<file path="config.mk">
export PLATFORM = sky130hd
export DESIGN_NAME = note_recorder_flat
export DESIGN_NICKNAME = d
export VERILOG_FILES = /design/src/rtl/note_recorder_if.sv /design/src/rtl/note_recorder.sv /design/src/flat_wrapper.sv
export SDC_FILE = /design/constraint.sdc
export NUM_CORES = 1
export LEC_CHECK = 0
export ABC_AREA = 1
export CAP_MARGIN = 30
export CORE_UTILIZATION = 30
export DETAILED_ROUTE_END_ITERATION = 12
export PLACE_DENSITY = 0.59
export SLEW_MARGIN = 20
export SYNTH_ARGS = -nofsm -noshare
export SYNTH_HDL_FRONTEND = slang
export SYNTH_SLANG_ARGS = --single-unit
</file>
<file path="constraint.sdc">
create_clock -name CLOCK_50 -period 5.4 [get_ports CLOCK_50]
set_clock_uncertainty 0.05 [all_clocks]
set_input_delay 1.62 -clock CLOCK_50 [delete_from_list [all_inputs] [get_ports CLOCK_50]]
set_output_delay 1.62 -clock CLOCK_50 [all_outputs]
set_load 0.005 [all_outputs]
</file>
<file path="src/rtl/note_recorder_if.sv">
// ---------------------------------------------------------------------------
// note_recorder_if
// Groups the audio-in FIFO handshake and the sample-RAM write port used by
// note_recorder.
//   audio_in_available     FIFO holds a sample (head valid while high)
//   left_channel_audio_in  signed 32-bit head-of-FIFO sample
//   read_audio_in          pops the FIFO
//   ram_address            RAM write address (DEPTH_LOG2 bits)
//   ram_data               RAM write data (SAMPLE_W bits)
//   ram_wren               RAM write enable, one cycle per sample
// The master modport is the recorder; the slave modport is the FIFO/RAM side.
// ---------------------------------------------------------------------------
interface note_recorder_if #(
  parameter int DEPTH_LOG2 = 14,
  parameter int SAMPLE_W   = 10
);
  logic                  audio_in_available;
  logic [31:0]           left_channel_audio_in;
  logic                  read_audio_in;
  logic [DEPTH_LOG2-1:0] ram_address;
  logic [SAMPLE_W-1:0]   ram_data;
  logic                  ram_wren;

  modport master (
    input  audio_in_available,
    input  left_channel_audio_in,
    output read_audio_in,
    output ram_address,
    output ram_data,
    output ram_wren
  );

  modport slave (
    output audio_in_available,
    output left_channel_audio_in,
    input  read_audio_in,
    input  ram_address,
    input  ram_data,
    input  ram_wren
  );
endinterface

</file>
<file path="src/rtl/note_recorder.sv">
// ---------------------------------------------------------------------------
// note_recorder
// Captures a microphone note into a 2^DEPTH_LOG2 x SAMPLE_W sample RAM in the
// same format the note ROMs use. The audio-in FIFO is drained continuously;
// once armed, the first sample whose magnitude strictly exceeds
// TRIGGER_LEVEL starts a capture of 2^DEPTH_LOG2 consecutive samples.
// Ports:
//   CLOCK_50  system clock
//   reset     asynchronous, active-high reset
//   start     single-cycle request that arms a capture (IDLE/DONE only)
//   abort     cancels any capture and returns to IDLE (highest priority)
//   bus       FIFO handshake + RAM write port (note_recorder_if.master)
//   busy      high while armed or recording
//   done      high once a full capture has been written
//   peak      largest recorded magnitude (top SAMPLE_W bits), unsigned
// ---------------------------------------------------------------------------
module note_recorder #(
  parameter int          DEPTH_LOG2    = 14,
  parameter int          SAMPLE_W      = 10,
  parameter logic [31:0] TRIGGER_LEVEL = 32'h001FFF00
) (
  input  logic                CLOCK_50,
  input  logic                reset,
  input  logic                start,
  input  logic                abort,
  note_recorder_if.master     bus,
  output logic                busy,
  output logic                done,
  output logic [SAMPLE_W-1:0] peak
);

  typedef enum logic [1:0] {
    S_IDLE   = 2'd0,
    S_ARMED  = 2'd1,
    S_RECORD = 2'd2,
    S_DONE   = 2'd3
  } state_t;

  // Absolute value; the most negative input maps onto itself (32'h80000000),
  // which as an unsigned number is above any trigger level.
  function automatic logic [31:0] f_mag(input logic signed [31:0] s);
    return s[31] ? $unsigned(-s) : $unsigned(s);
  endfunction

  function automatic logic [SAMPLE_W-1:0] f_peak_max(
    input logic [SAMPLE_W-1:0] cur,
    input logic [SAMPLE_W-1:0] cand
  );
    return (cand > cur) ? cand : cur;
  endfunction

  state_t                r_state;
  logic [DEPTH_LOG2-1:0] r_cnt;
  logic [DEPTH_LOG2-1:0] r_addr;
  logic [SAMPLE_W-1:0]   r_data;
  logic                  r_wren;
  logic                  r_busy;
  logic                  r_done;
  logic [SAMPLE_W-1:0]   r_peak;

  logic signed [31:0]    w_in;
  logic [31:0]           w_mag;
  logic [SAMPLE_W-1:0]   w_sample;
  logic [SAMPLE_W-1:0]   w_cand;
  logic                  w_consume;
  logic                  w_trig;
  logic [DEPTH_LOG2-1:0] w_cnt_one;

  assign w_in      = bus.left_channel_audio_in;
  assign w_mag     = f_mag(w_in);
  assign w_sample  = w_in[31 -: SAMPLE_W];
  assign w_cand    = w_mag[31 -: SAMPLE_W];
  assign w_trig    = (w_mag > TRIGGER_LEVEL);
  assign w_cnt_one = {{(DEPTH_LOG2-1){1'b0}}, 1'b1};

  // The FIFO is popped whenever it has data so it never backs up; samples
  // that arrive while idle or below the trigger are simply discarded.
  assign bus.read_audio_in = bus.audio_in_available & ~reset;
  assign w_consume         = bus.audio_in_available;

  always_ff @(posedge CLOCK_50 or posedge reset) begin
    if (reset) begin
      r_state <= S_IDLE;
      r_cnt   <= '0;
      r_addr  <= '0;
      r_data  <= '0;
      r_wren  <= 1'b0;
      r_busy  <= 1'b0;
      r_done  <= 1'b0;
      r_peak  <= '0;
    end else begin
      r_wren <= 1'b0;
      if (abort) begin
        // Address/data keep their last values; peak is preserved.
        r_state <= S_IDLE;
        r_cnt   <= '0;
        r_busy  <= 1'b0;
        r_done  <= 1'b0;
      end else begin
        case (r_state)
          S_IDLE: begin
            if (start) begin
              r_state <= S_ARMED;
              r_peak  <= '0;
              r_busy  <= 1'b1;
            end
          end
          S_ARMED: begin
            if (w_consume && w_trig) begin
              r_state <= S_RECORD;
              r_addr  <= '0;
              r_data  <= w_sample;
              r_wren  <= 1'b1;
              r_cnt   <= w_cnt_one;
              r_peak  <= f_peak_max(r_peak, w_cand);
            end
          end
          S_RECORD: begin
            if (w_consume) begin
              r_addr <= r_cnt;
              r_data <= w_sample;
              r_wren <= 1'b1;
              r_peak <= f_peak_max(r_peak, w_cand);
              // Counter wraps to 0 on the top-address write.
              r_cnt  <= r_cnt + 1'b1;
              if (r_cnt == '1) begin
                r_state <= S_DONE;
                r_busy  <= 1'b0;
                r_done  <= 1'b1;
              end
            end
          end
          S_DONE: begin
            if (start) begin
              r_state <= S_ARMED;
              r_peak  <= '0;
              r_done  <= 1'b0;
              r_busy  <= 1'b1;
            end
          end
          default: r_state <= S_IDLE;
        endcase
      end
    end
  end

  assign bus.ram_address = r_addr;
  assign bus.ram_data    = r_data;
  assign bus.ram_wren    = r_wren;
  assign busy            = r_busy;
  assign done            = r_done;
  assign peak            = r_peak;

endmodule

</file>
<file path="src/flat_wrapper.sv">
// flat-port wrapper written by rule: the top's interface ports become plain ports
module note_recorder_flat 
#(
  parameter int          DEPTH_LOG2    = 14,
  parameter int          SAMPLE_W      = 10,
  parameter logic [31:0] TRIGGER_LEVEL = 32'h001FFF00
)
  (CLOCK_50, reset, start, abort, busy, done, peak, bus_audio_in_available, bus_left_channel_audio_in, bus_read_audio_in, bus_ram_address, bus_ram_data, bus_ram_wren);
  note_recorder_if #(.DEPTH_LOG2(DEPTH_LOG2), .SAMPLE_W(SAMPLE_W)) bus_i ();
  input  logic CLOCK_50;
  input  logic reset;
  input  logic start;
  input  logic abort;
  output logic busy;
  output logic done;
  output logic [SAMPLE_W-1:0] peak;
  input wire logic [$bits(bus_i.audio_in_available)-1:0] bus_audio_in_available;
  input wire logic [$bits(bus_i.left_channel_audio_in)-1:0] bus_left_channel_audio_in;
  output wire logic [$bits(bus_i.read_audio_in)-1:0] bus_read_audio_in;
  output wire logic [$bits(bus_i.ram_address)-1:0] bus_ram_address;
  output wire logic [$bits(bus_i.ram_data)-1:0] bus_ram_data;
  output wire logic [$bits(bus_i.ram_wren)-1:0] bus_ram_wren;
  assign bus_i.audio_in_available = bus_audio_in_available;
  assign bus_i.left_channel_audio_in = bus_left_channel_audio_in;
  assign bus_read_audio_in = bus_i.read_audio_in;
  assign bus_ram_address = bus_i.ram_address;
  assign bus_ram_data = bus_i.ram_data;
  assign bus_ram_wren = bus_i.ram_wren;
  note_recorder #(.DEPTH_LOG2(DEPTH_LOG2), .SAMPLE_W(SAMPLE_W), .TRIGGER_LEVEL(TRIGGER_LEVEL)) u_core (.CLOCK_50(CLOCK_50), .reset(reset), .start(start), .abort(abort), .bus(bus_i), .busy(busy), .done(done), .peak(peak));
endmodule
</file>
==> flow_summary.yaml <==
logic_synthesis:
  yosys_register_bits: 53
  synth_ff_type: "dfrtp_1"
  synthTopCellsByArea: "dfrtp_1, nand2_1, nand4_1"
  syn_area_per_cell_um2: 6.66
  synth_common_cells: "nand2_1, nor2_1, inv_1"
  synthesis.nets: 654
  synth_cell_types: 34
  synth_top_area_cell: "dfrtp_1"
  synth_edf_count: 0
  syn_inst: 604
  syn_area_um2: 4020
  yosysMostFrequentCell: "nand2_1"
  synth.top_cell.area_share_pct: 33.0
  ys_warn_count: 0
  async_reset_ff_share_pct: 100
  synth-seq-area-share_pct: 33.0
critical_path:
  rrSetupSlack_ps: 3200
  worstRegToRegCells: 7
  worstSetupPathType: "primary input to output pin"
  critical_path_required_ps: 3730
  critPathArrivalTime_ps: 2940
  end_kind: "output pin"
  start_kind: "primary input"
  crit_fanout: 4
cells_and_area:
  nNetsFinal: 718
  n_fill_cell: 1366
  seqCellArea_um2: 1330
  multiInputGateArea_um2: 2330
  antenna_cells: 0
  fin_util_pct: 39.3
  area_delta_synth_final_pct: 25.3
  drive_gt1_share_pct: 6.73
placement:
  gp_congestion: 0.899
  port-buffer-count: 74
  dp_hpwl_um: 8720
die:
  die_w_um: 118
  coreArea_um2: 12800
  die_h_um: 118
  core.rowCount: 41
  io_pins: 75
  die_area_um2: 13900
  start_util_pct: 31.3
clock_tree:
  clk_latency_ps: 300
  cts_made_buffers: 5
  cts-htree-levels: 2
  root_buffer: "clkbuf_16"
  clockBufferDepth: 2
  post-cts-setup-buffers: 0
  post_cts_resized: 0
  path_clk_slew_ps: 70
  cts_hold_buf: 0
  clock-sinks: 53
  cts_tree: "built"
detailed_routing:
  wirelength_um: 11300
  avgViaCountPerCell: 4.89
  via_count: 4109
  drt-pass1-iter-count: 6
  drt-wirelength-per-cell_um: 13.4
  drt_iter0_drc: 249
  drcViolationCount: 0
  ant_nets: 0
grt:
  grt_pass1_wl_um: 19200
  grtUsageTotal_pct: 16.8
  grtUsageMet2_pct: 26.2
  grt_pass1_vias: 3886
  grt_max_degree: 48
  antenna_found_initial: 0
  busiest_layer: "met2"
  met1_usage_pct: 24.4
  grt_use_met3_pct: 2.13
  overflow: 0
min_path:
  whs_path_depth: 2
  hold_class: "flip-flop to flip-flop"
sta:
  slew_headroom_pct: 53.3
  finalSetupTns_ps: 0
  rsz0062_at_grt: "false"
  final_hold_viol_count: 0
  fin_hold_ws_ps: 424
  fmax_mhz: 217
  tightestPinTransition_ps: 699
  fin_crit_sh_pct: 85.3
  fin_crit_ps: 4610
  setup_viol: 0
  drv_slew: 0
run:
  max_cap_violations: 0
power:
  powerDensity_nw_per_um2: 322
  power_leakage_nw: 2.43
  ir_drop_uv: 186
run_status:
  status: "finished, final reports clean"
## per-stage QoR
step                      power [mW]  instance area, um^2  std cells  worst slack [ps]
after floorplan                 1.00                 4020        604              1700
after global placement          1.29                 4890        833               804
after detailed placement        1.30                 4890        833               750
after CTS                       1.63                 5040        841               794
after global routing            1.75                 5040        841               598
final                           1.62                 5040        841               791
## cell type report
cell class / instances / share of cell area, %
Clock buffer: 6 / 2.56
Clock inverter: 2 / 0.298
Inverter: 62 / 4.62
Multi-Input combinational cell: 465 / 46.2
Sequential cell: 53 / 26.3
Tap cell: 172 / 4.27
Timing Repair Buffer: 81 / 15.7
## kinds of logic (layout without fill, tap and decap cells)
family / count (synthesis) / after routing / synth area share (%)
xor gates and xnor gates: 6 / 6 / 1.31
DFF: 53 / 53 / 33.0
adders and majority gates: 13 / 13 / 4.05
and+or+nand+nor: 412 / 412 / 47.8
AOI/OAI and AO/OA: 34 / 34 / 4.67
buffers and inverters: 86 / 151 / 9.21
## routing by layer
metal,share of wire (%),vias to the layer above
li1,-,2102
met4,1.1,0
met5,0,-
met1,50,1897
met3,4.0,6
met2,45,104
## worst max-delay path: stages
cell and delay (ps):
clkdlybuf4s50_1 580, inv_1 130, nor2_1 100, clkdlybuf4s50_1 510
## registers in the layout, summed over array words and instances, names as in the netlist
name,flops
u_core.bus.ram_data,10
u_core.r_state,2
u_core.peak,10
u_core.busy,1
u_core.bus.ram_address,14
u_core.bus.ram_wren,1
u_core.r_cnt,14
u_core.done,1
## worst paths after layout
kind,start,end
min in group asynchronous,reset,u_core.done
setup / recovery,bus_audio_in_available,bus_read_audio_in
hold reg to reg,u_core.bus.ram_address[7],u_core.bus.ram_address[7]
hold / removal,u_core.bus.ram_address[7],u_core.bus.ram_address[7]
setup reg to reg,u_core.r_cnt[0],u_core.busy
max in group asynchronous,reset,u_core.bus.ram_address[11]
## placed cells by master (no fill, tap or decap), drive strengths merged
cell type / count
clkbuf: 6
nand3b: 6
dfrtp: 53
nand4: 57
a21oi: 15
a221oi: 1
clkdlybuf4s50: 74
nand2: 225
o21bai: 1
nor3b: 3
xor2: 1
buf: 7
nand3: 41
clkinvlp: 2
xnor2: 5
nor4: 4
inv: 62
nor2: 72
o22ai: 1
a211oi: 2
nor3: 4
o21ai: 12
o31ai: 2
ha: 13
## report_power, final
part / internal (mW) / switching (mW) / total, mW
combinational: 0.301 / 0.449 / 0.750
clock: 0.172 / 0.150 / 0.322
sequential: 0.480 / 0.0687 / 0.549
(Power assumes the default switching activity.)
